==> src/rtl/exc_ctrl_pkg.sv <==
// Shared definitions for the exception sequencer: exception_type / exc_flags bit positions,
// the default exception vector, FSM state encoding and the interrupt-pending helper.
package exc_ctrl_pkg;

    localparam int EXC_TYPE_W  = 9;
    localparam int EXC_FLAGS_W = 8;

    // exception_type one-hot positions
    localparam int ET_INT  = 0;
    localparam int ET_IF   = 1;
    localparam int ET_RI   = 2;
    localparam int ET_OV   = 3;
    localparam int ET_BP   = 4;
    localparam int ET_SYS  = 5;
    localparam int ET_ADEL = 6;
    localparam int ET_ADES = 7;
    localparam int ET_ERET = 8;

    // exc_flags indices
    localparam int EF_IF   = 0;
    localparam int EF_RI   = 1;
    localparam int EF_OV   = 2;
    localparam int EF_BP   = 3;
    localparam int EF_SYS  = 4;
    localparam int EF_ADEL = 5;
    localparam int EF_ADES = 6;
    localparam int EF_ERET = 7;

    localparam logic [31:0] EXC_VECTOR_DEF = 32'hBFC0_0380;

    typedef enum logic [1:0] {
        ST_IDLE  = 2'd0,
        ST_FLUSH = 2'd1,
        ST_REDIR = 2'd2
    } exc_state_e;

    // An interrupt is pending only when globally enabled, not already in exception level,
    // and at least one unmasked line is raised in Cause.IP.
    function automatic logic calc_int_pend(input logic       ie,
                                           input logic       exl,
                                           input logic [7:0] im,
                                           input logic [7:0] ip);
        return ie & ~exl & (|(ip & im));
    endfunction

endpackage

==> src/rtl/exc_ctrl_prio_enc.sv <==
// Combinational priority encoder: exc_flags plus interrupt-pending to a one-hot exception_type.
// Order high->low: INT, fetch AdEL, RI, OV, BP, SYS, AdEL, AdES, ERET.
module exc_prio_enc
    import exc_ctrl_pkg::*;
(
    input  logic [EXC_FLAGS_W-1:0] exc_flags,
    input  logic                   int_pend,
    output logic [EXC_TYPE_W-1:0]  exc_type
);

    // Pick the highest-priority event; none yields all zeros.
    always_comb begin
        exc_type = {EXC_TYPE_W{1'b0}};
        if (int_pend) begin
            exc_type[ET_INT] = 1'b1;
        end else if (exc_flags[EF_IF]) begin
            exc_type[ET_IF] = 1'b1;
        end else if (exc_flags[EF_RI]) begin
            exc_type[ET_RI] = 1'b1;
        end else if (exc_flags[EF_OV]) begin
            exc_type[ET_OV] = 1'b1;
        end else if (exc_flags[EF_BP]) begin
            exc_type[ET_BP] = 1'b1;
        end else if (exc_flags[EF_SYS]) begin
            exc_type[ET_SYS] = 1'b1;
        end else if (exc_flags[EF_ADEL]) begin
            exc_type[ET_ADEL] = 1'b1;
        end else if (exc_flags[EF_ADES]) begin
            exc_type[ET_ADES] = 1'b1;
        end else if (exc_flags[EF_ERET]) begin
            exc_type[ET_ERET] = 1'b1;
        end else begin
            exc_type = {EXC_TYPE_W{1'b0}};
        end
    end

endmodule

==> src/rtl/exc_ctrl.sv <==
// Exception/interrupt sequencer between MEM and CP0: commit, flush, then redirect fetch.
// Optional macro EXC_CTRL_INT_SYNC_EN adds an INT_SYNC_STAGES flop chain on hw_int.
module exc_ctrl
    import exc_ctrl_pkg::*;
#(
    parameter logic [31:0] EXC_VECTOR      = EXC_VECTOR_DEF,
    parameter int          FLUSH_CYCLES    = 2,
    parameter int          INT_SYNC_STAGES = 2
) (
    input  logic                  clk,
    input  logic                  rst,
    input  logic                  exc_valid,
    input  logic [7:0]            exc_flags,
    input  logic [31:0]           exc_pc,
    input  logic                  exc_delayslot,
    input  logic [31:0]           exc_badvaddr,
    input  logic [31:0]           cp0_status,
    input  logic [31:0]           cp0_cause,
    input  logic [31:0]           cp0_epc,
    input  logic [4:0]            hw_int,
    output logic [4:0]            int_to_cp0,
    output logic [EXC_TYPE_W-1:0] exception_type,
    output logic [31:0]           cp0_current_pc,
    output logic                  cp0_delayslot,
    output logic [31:0]           cp0_badvaddr,
    output logic                  flush,
    output logic                  busy,
    output logic                  redirect_valid,
    output logic [31:0]           redirect_pc,
    input  logic                  redirect_ready
);

    localparam int CNT_W = (FLUSH_CYCLES > 1) ? $clog2(FLUSH_CYCLES) : 1;

    logic                  int_pend_s;
    logic                  event_s;
    logic [EXC_TYPE_W-1:0] type_s;
    logic                  unused_s;

    exc_state_e            state_q, state_d;
    logic [CNT_W-1:0]      cnt_q, cnt_d;
    logic [31:0]           target_q, target_d;

    logic [EXC_TYPE_W-1:0] exception_type_q, exception_type_d;
    logic [31:0]           cp0_current_pc_q, cp0_current_pc_d;
    logic                  cp0_delayslot_q, cp0_delayslot_d;
    logic [31:0]           cp0_badvaddr_q, cp0_badvaddr_d;
    logic                  flush_q, flush_d;
    logic                  busy_q, busy_d;
    logic                  redirect_valid_q, redirect_valid_d;
    logic [31:0]           redirect_pc_q, redirect_pc_d;

    assign int_pend_s = calc_int_pend(cp0_status[0], cp0_status[1],
                                      cp0_status[15:8], cp0_cause[15:8]);
    assign event_s    = exc_valid & (int_pend_s | (|exc_flags));
    assign unused_s   = ^{cp0_status[31:16], cp0_status[7:2], cp0_cause[31:16], cp0_cause[7:0]};

    exc_prio_enc u_prio (
        .exc_flags (exc_flags),
        .int_pend  (int_pend_s),
        .exc_type  (type_s)
    );

    // Next-state and next-output logic; outputs are registered from the values computed here.
    always_comb begin
        state_d          = state_q;
        cnt_d            = cnt_q;
        target_d         = target_q;
        exception_type_d = {EXC_TYPE_W{1'b0}};
        cp0_current_pc_d = 32'h0000_0000;
        cp0_delayslot_d  = 1'b0;
        cp0_badvaddr_d   = 32'h0000_0000;
        flush_d          = 1'b0;
        busy_d           = 1'b0;
        redirect_valid_d = 1'b0;
        redirect_pc_d    = 32'h0000_0000;
        case (state_q)
            ST_IDLE: begin
                if (event_s) begin
                    state_d          = ST_FLUSH;
                    cnt_d            = CNT_W'(FLUSH_CYCLES - 1);
                    // EPC is captured now so a later CP0 write cannot move the return target.
                    target_d         = type_s[ET_ERET] ? cp0_epc : EXC_VECTOR;
                    exception_type_d = type_s;
                    cp0_current_pc_d = exc_pc;
                    cp0_delayslot_d  = exc_delayslot;
                    cp0_badvaddr_d   = type_s[ET_IF] ? exc_pc : exc_badvaddr;
                    flush_d          = 1'b1;
                    busy_d           = 1'b1;
                end else begin
                    state_d = ST_IDLE;
                end
            end
            ST_FLUSH: begin
                busy_d = 1'b1;
                if (cnt_q == {CNT_W{1'b0}}) begin
                    state_d          = ST_REDIR;
                    redirect_valid_d = 1'b1;
                    redirect_pc_d    = target_q;
                end else begin
                    cnt_d   = cnt_q - CNT_W'(1);
                    flush_d = 1'b1;
                end
            end
            ST_REDIR: begin
                if (redirect_ready) begin
                    state_d = ST_IDLE;
                end else begin
                    busy_d           = 1'b1;
                    redirect_valid_d = 1'b1;
                    redirect_pc_d    = target_q;
                end
            end
            default: begin
                state_d = ST_IDLE;
            end
        endcase
    end

    // Sequencer state and registered outputs.
    always_ff @(posedge clk or negedge rst) begin
        if (!rst) begin
            state_q          <= ST_IDLE;
            cnt_q            <= {CNT_W{1'b0}};
            target_q         <= 32'h0000_0000;
            exception_type_q <= {EXC_TYPE_W{1'b0}};
            cp0_current_pc_q <= 32'h0000_0000;
            cp0_delayslot_q  <= 1'b0;
            cp0_badvaddr_q   <= 32'h0000_0000;
            flush_q          <= 1'b0;
            busy_q           <= 1'b0;
            redirect_valid_q <= 1'b0;
            redirect_pc_q    <= 32'h0000_0000;
        end else begin
            state_q          <= state_d;
            cnt_q            <= cnt_d;
            target_q         <= target_d;
            exception_type_q <= exception_type_d;
            cp0_current_pc_q <= cp0_current_pc_d;
            cp0_delayslot_q  <= cp0_delayslot_d;
            cp0_badvaddr_q   <= cp0_badvaddr_d;
            flush_q          <= flush_d;
            busy_q           <= busy_d;
            redirect_valid_q <= redirect_valid_d;
            redirect_pc_q    <= redirect_pc_d;
        end
    end

    assign exception_type = exception_type_q;
    assign cp0_current_pc = cp0_current_pc_q;
    assign cp0_delayslot  = cp0_delayslot_q;
    assign cp0_badvaddr   = cp0_badvaddr_q;
    assign flush          = flush_q;
    assign busy           = busy_q;
    assign redirect_valid = redirect_valid_q;
    assign redirect_pc    = redirect_pc_q;

`ifdef EXC_CTRL_INT_SYNC_EN
    logic [4:0] int_sync_q [INT_SYNC_STAGES];
    logic [4:0] int_sync_d [INT_SYNC_STAGES];

    // Shift chain feeding hw_int toward CP0.
    always_comb begin
        for (int i = 0; i < INT_SYNC_STAGES; i++) begin
            if (i == 0) begin
                int_sync_d[i] = hw_int;
            end else begin
                int_sync_d[i] = int_sync_q[i-1];
            end
        end
    end

    // Interrupt synchroniser flops.
    always_ff @(posedge clk or negedge rst) begin
        if (!rst) begin
            for (int i = 0; i < INT_SYNC_STAGES; i++) begin
                int_sync_q[i] <= 5'b0_0000;
            end
        end else begin
            for (int i = 0; i < INT_SYNC_STAGES; i++) begin
                int_sync_q[i] <= int_sync_d[i];
            end
        end
    end

    assign int_to_cp0 = int_sync_q[INT_SYNC_STAGES-1];
`else
    localparam int unused_sync_stages = INT_SYNC_STAGES;
    assign int_to_cp0 = hw_int;
`endif

endmodule

==> config.mk <==
export PLATFORM = sky130hd
export DESIGN_NAME = exc_ctrl
export DESIGN_NICKNAME = d
export VERILOG_FILES = /design/src/rtl/exc_ctrl_pkg.sv /design/src/rtl/exc_ctrl_prio_enc.sv /design/src/rtl/exc_ctrl.sv
export SDC_FILE = /design/constraint.sdc
export NUM_CORES = 1
export LEC_CHECK = 0
export ABC_CLOCK_PERIOD_IN_PS = 2490
export BUFFER_PORTS_ARGS = -buffer_cell sky130_fd_sc_hd__buf_2
export CAP_MARGIN = 20
export CORE_MARGIN = 2
export CORE_UTILIZATION = 44
export DETAILED_ROUTE_END_ITERATION = 8
export PLACE_DENSITY_LB_ADDON = 0.08
export SLEW_MARGIN = 20
export SYNTH_ARGS = -nofsm -noshare
export SYNTH_HDL_FRONTEND = slang
export SYNTH_SLANG_ARGS = --single-unit
==> constraint.sdc <==
create_clock -name clk -period 2.49 [get_ports clk]
set_input_delay 0 -clock clk [delete_from_list [all_inputs] [get_ports clk]]
set_output_delay 0 -clock clk [all_outputs]
set_load 0.02 [all_outputs]
==> run metrics <==
relative max-transition margin=0.475; effective utilization at floorplan=0.447; reg2reg setup slack=370 ps; routed vias=4751; Max Clk Rate=0.420 GHz; CP max stage delay=590 ps; Worst EP arrival=2670 ps; GRT Residual Overflow=0; worst min-delay path category=primary input to output port; multi-input combinational cell area=1550 um^2; number of diodes added for antenna fixing=0; num rows=40; Filler cells=900; Post-CTS Setup Inserts=0; setup violation total in the final timing report=0; worst-skew pair later-pin latency=410 ps; setup skew after layout=5.11 ps; number of buffers between clock root and the deepest sink=2; CTS buffer count=17; worst-path fanout max=18; sequential cell area=3600 um^2; wire length of the first global-routing pass=25.3 mm; ANT nets after route=0; count of yosys warnings during synthesis=0; setup repair after global routing missed its margin=false; Setup TNS=0 ps; routability congestion estimate from global placement=0.794; post-synthesis area per instance=12.4 um^2; area of the core region=11900 um^2; transition at the pin with the smallest max-transition slack=787 ps; portion of the clock cycle consumed by the worst path in the final layout=0.955; clock net sink count=144; fin crit period=2380 ps; Gate Count Post-Synth=429; class of the most critical setup path=primary input to register; area growth from synthesis to layout=56.3%; Die H=114 um; Net count, final=955; worst voltage drop across the vdd grid=0.000410 V; cell breakdown of the critical path=dlygate4sd3_1 -> buf_2 -> nor4_2 -> a31oi_4 -> buf_4 -> o21ai_0 -> a21oi_1 -> dlygate4sd3_1; cell type of the slowest stage on the worst timing path=sky130_fd_sc_hd__dlygate4sd3_1; pin count of the biggest net entering global routing=80; Clock transition at path regs=60 ps; non-filler cells, final=932; CP startpoint kind=primary input; full die area=12900 um^2; leakage dissipation=4.35 nW; sum of internal, switching and leakage power=6.54 mW; worst endpoint required time=2780 ps; CTS HTree Levels=4; first-pass iteration count of the detailed router=5; placed instance count=788; count of buffers inserted at the top-level ports=235; share of final-layout standard cells stronger than drive strength 1=0.352; number of antenna violations at the first check in global routing=0; global-route usage over all layers=0.256; buffer type at the clock tree root=sky130_fd_sc_hd__clkbuf_16; buffers plus inverters on the worst setup path=4; wire length per cell=17.2 um; Post-Route WL=16.0 mm; half-perimeter wire length after detailed placement=9.45 mm; outcome=finished, final reports clean; Max Slew Vio Count=0; Final Hold Vio Count=0; netlist area before placement=5300 um^2; power density normalized to cell area=790 nW/um^2; x dimension of the die=114 um; kind of end point of the critical path=register; CTS tree=done; most common cell type on the critical path=sky130_fd_sc_hd__dlygate4sd3_1; proportion of synthesized chip area in sequential cells=0.680; number of max-cap violations=0; number of library cell types mapped by synthesis=31; starting DRC count in detailed routing=330; largest delay contributor family on the critical path=buffers and inverters; number of synthesized register bits=144; via-per-instance ratio=5.10; Synth Net Count=611; final routed DRC violation total=0; Top Ports=292; via count of the first global-routing pass=5148
## sequential cells by signal (all words and copies together) (netlist names)
| register | flops |
|---|---|
| state_q | 2 |
| cp0_delayslot | 1 |
| redirect_pc | 32 |
| cp0_current_pc | 32 |
| target_q | 32 |
| cnt_q | 1 |
| flush | 1 |
| busy | 1 |
| redirect_valid | 1 |
| exception_type | 9 |
| cp0_badvaddr | 32 |
## worst paths after layout
check	cells after the start	from	endpoint
min in group asynchronous	2	rst	redirect_pc[4]
min reg2reg	1	target_q[1]	redirect_pc[1]
max in group asynchronous	3	rst	target_q[26]
min	0	hw_int[4]	int_to_cp0[4]
max	8	exc_flags[1]	cp0_badvaddr[29]
max reg2reg	7	state_q[0]	exception_type[7]
## worst register-to-register path, stage by stage, from the launching register on
cell and delay, ps:
sky130_fd_sc_hd__dfrtp_1 400, sky130_fd_sc_hd__inv_1 110, sky130_fd_sc_hd__ha_1 200, sky130_fd_sc_hd__nand2_1 90, sky130_fd_sc_hd__nor2_1 200, sky130_fd_sc_hd__nand3_1 210
sky130_fd_sc_hd__nor4bb_1 280, sky130_fd_sc_hd__dlygate4sd3_1 570
## power breakdown
| group | internal, mW | leakage (nW) | total [mW] | switching [mW] |
|---|---|---|---|---|
| logic | 0.615 | 2.20 | 1.62 | 1.01 |
| clock network | 1.32 | 0.252 | 2.21 | 0.890 |
| registers | 2.61 | 1.90 | 2.71 | 0.0961 |
| total | 4.55 | 4.35 | 6.54 | 2.00 |
## cells by family after synthesis
family          Yosys count  share of synthesized area
mux                       1                    0.00189
simple gates            129                      0.138
fa+ha+maj                 4                    0.00944
buf+inv                  41                     0.0347
compound gates          110                      0.136
flops                   144                      0.680
## stage by stage
stage	util	hold WS, ps	worst slack (ps)	instance area (um^2)
6_report	0.698	0.0693	112	8280
5_1_grt	0.698	0.0968	100	8280
4_1_cts	0.697	0.149	97.2	8270
3_5_place_dp	0.559	0.149	593	6630
3_3_place_gp	0.559	0.149	627	6630
2_1_floorplan	-	-296	767	5300
## repair_timing
action,4_1_cts,5_1_grt
resized for setup,0,2
endpoints found under the hold margin,185,0
hold buffers,113,0
setup endpoints to repair,0,4
## synth_stat cells
cell type / n / area [um^2]
sky130_fd_sc_hd__clkbuf_1: 20 / 75.1
sky130_fd_sc_hd__nor4bb_1: 1 / 10.0
sky130_fd_sc_hd__nor2b_1: 3 / 18.8
sky130_fd_sc_hd__buf_4: 5 / 37.5
sky130_fd_sc_hd__and4b_1: 1 / 10.0
sky130_fd_sc_hd__a21oi_1: 35 / 175
sky130_fd_sc_hd__o21ai_0: 33 / 165
sky130_fd_sc_hd__nand3b_1: 1 / 7.51
sky130_fd_sc_hd__inv_2: 1 / 3.75
sky130_fd_sc_hd__o41a_1: 1 / 11.3
sky130_fd_sc_hd__nor2_1: 13 / 48.8
sky130_fd_sc_hd__buf_1: 1 / 3.75
sky130_fd_sc_hd__o22a_1: 12 / 105
sky130_fd_sc_hd__ha_1: 4 / 50.1
sky130_fd_sc_hd__nor4_1: 1 / 6.26
sky130_fd_sc_hd__a31oi_1: 1 / 6.26
sky130_fd_sc_hd__buf_2: 9 / 45.0
sky130_fd_sc_hd__inv_1: 5 / 18.8
sky130_fd_sc_hd__nand2_1: 5 / 18.8
sky130_fd_sc_hd__and3_1: 3 / 18.8
sky130_fd_sc_hd__a211oi_1: 1 / 7.51
sky130_fd_sc_hd__a22o_1: 24 / 210
sky130_fd_sc_hd__nand4_1: 1 / 6.26
sky130_fd_sc_hd__o41ai_4: 1 / 27.5
sky130_fd_sc_hd__nor3b_1: 1 / 7.51
sky130_fd_sc_hd__dfrtp_1: 144 / 3600
sky130_fd_sc_hd__o21a_1: 1 / 7.51
sky130_fd_sc_hd__nand3_1: 34 / 170
sky130_fd_sc_hd__mux2i_1: 1 / 10.0
sky130_fd_sc_hd__and2_1: 65 / 407
sky130_fd_sc_hd__a21o_1: 1 / 7.51
## placed cells by master, fill, tap and decap left out, types with 3 or more instances in the layout
cell | synthesis | routed
sky130_fd_sc_hd__o21ai_0 | 33 | 33
sky130_fd_sc_hd__ha_1 | 4 | 4
sky130_fd_sc_hd__clkbuf_1 | 20 | 7
sky130_fd_sc_hd__clkbuf_16 | 0 | 17
sky130_fd_sc_hd__and2_1 | 65 | 65
sky130_fd_sc_hd__nor2_1 | 13 | 13
sky130_fd_sc_hd__buf_4 | 5 | 11
sky130_fd_sc_hd__nand3_1 | 34 | 34
sky130_fd_sc_hd__a22o_1 | 24 | 24
sky130_fd_sc_hd__dlygate4sd3_1 | 0 | 113
sky130_fd_sc_hd__a21oi_1 | 35 | 34
sky130_fd_sc_hd__and3_1 | 3 | 3
sky130_fd_sc_hd__o22a_1 | 12 | 12
sky130_fd_sc_hd__inv_1 | 5 | 5
sky130_fd_sc_hd__clkinv_2 | 0 | 3
sky130_fd_sc_hd__dfrtp_1 | 144 | 144
sky130_fd_sc_hd__buf_2 | 9 | 234
sky130_fd_sc_hd__nand2_1 | 5 | 5
sky130_fd_sc_hd__nor2b_1 | 3 | 3
## final cells by class
cell class | instances | share of cell area
repair buffers | 360 | 0.292
inverters | 6 | 0.00272
well taps | 147 | 0.0222
clock buffers | 26 | 0.0579
multi-input cells | 244 | 0.187
flip-flops and latches | 144 | 0.435
clock inverters | 5 | 0.00393
## routing by layer
metal	routed length [um]	track usage	up-vias
li1	-	-	2153
met1	6100	0.282	2297
met2	8220	0.452	246
met3	1080	0.0717	55
met4	605	0.131	0
met5	0	0	-
Note: power is estimated with default switching activity, not from simulation.
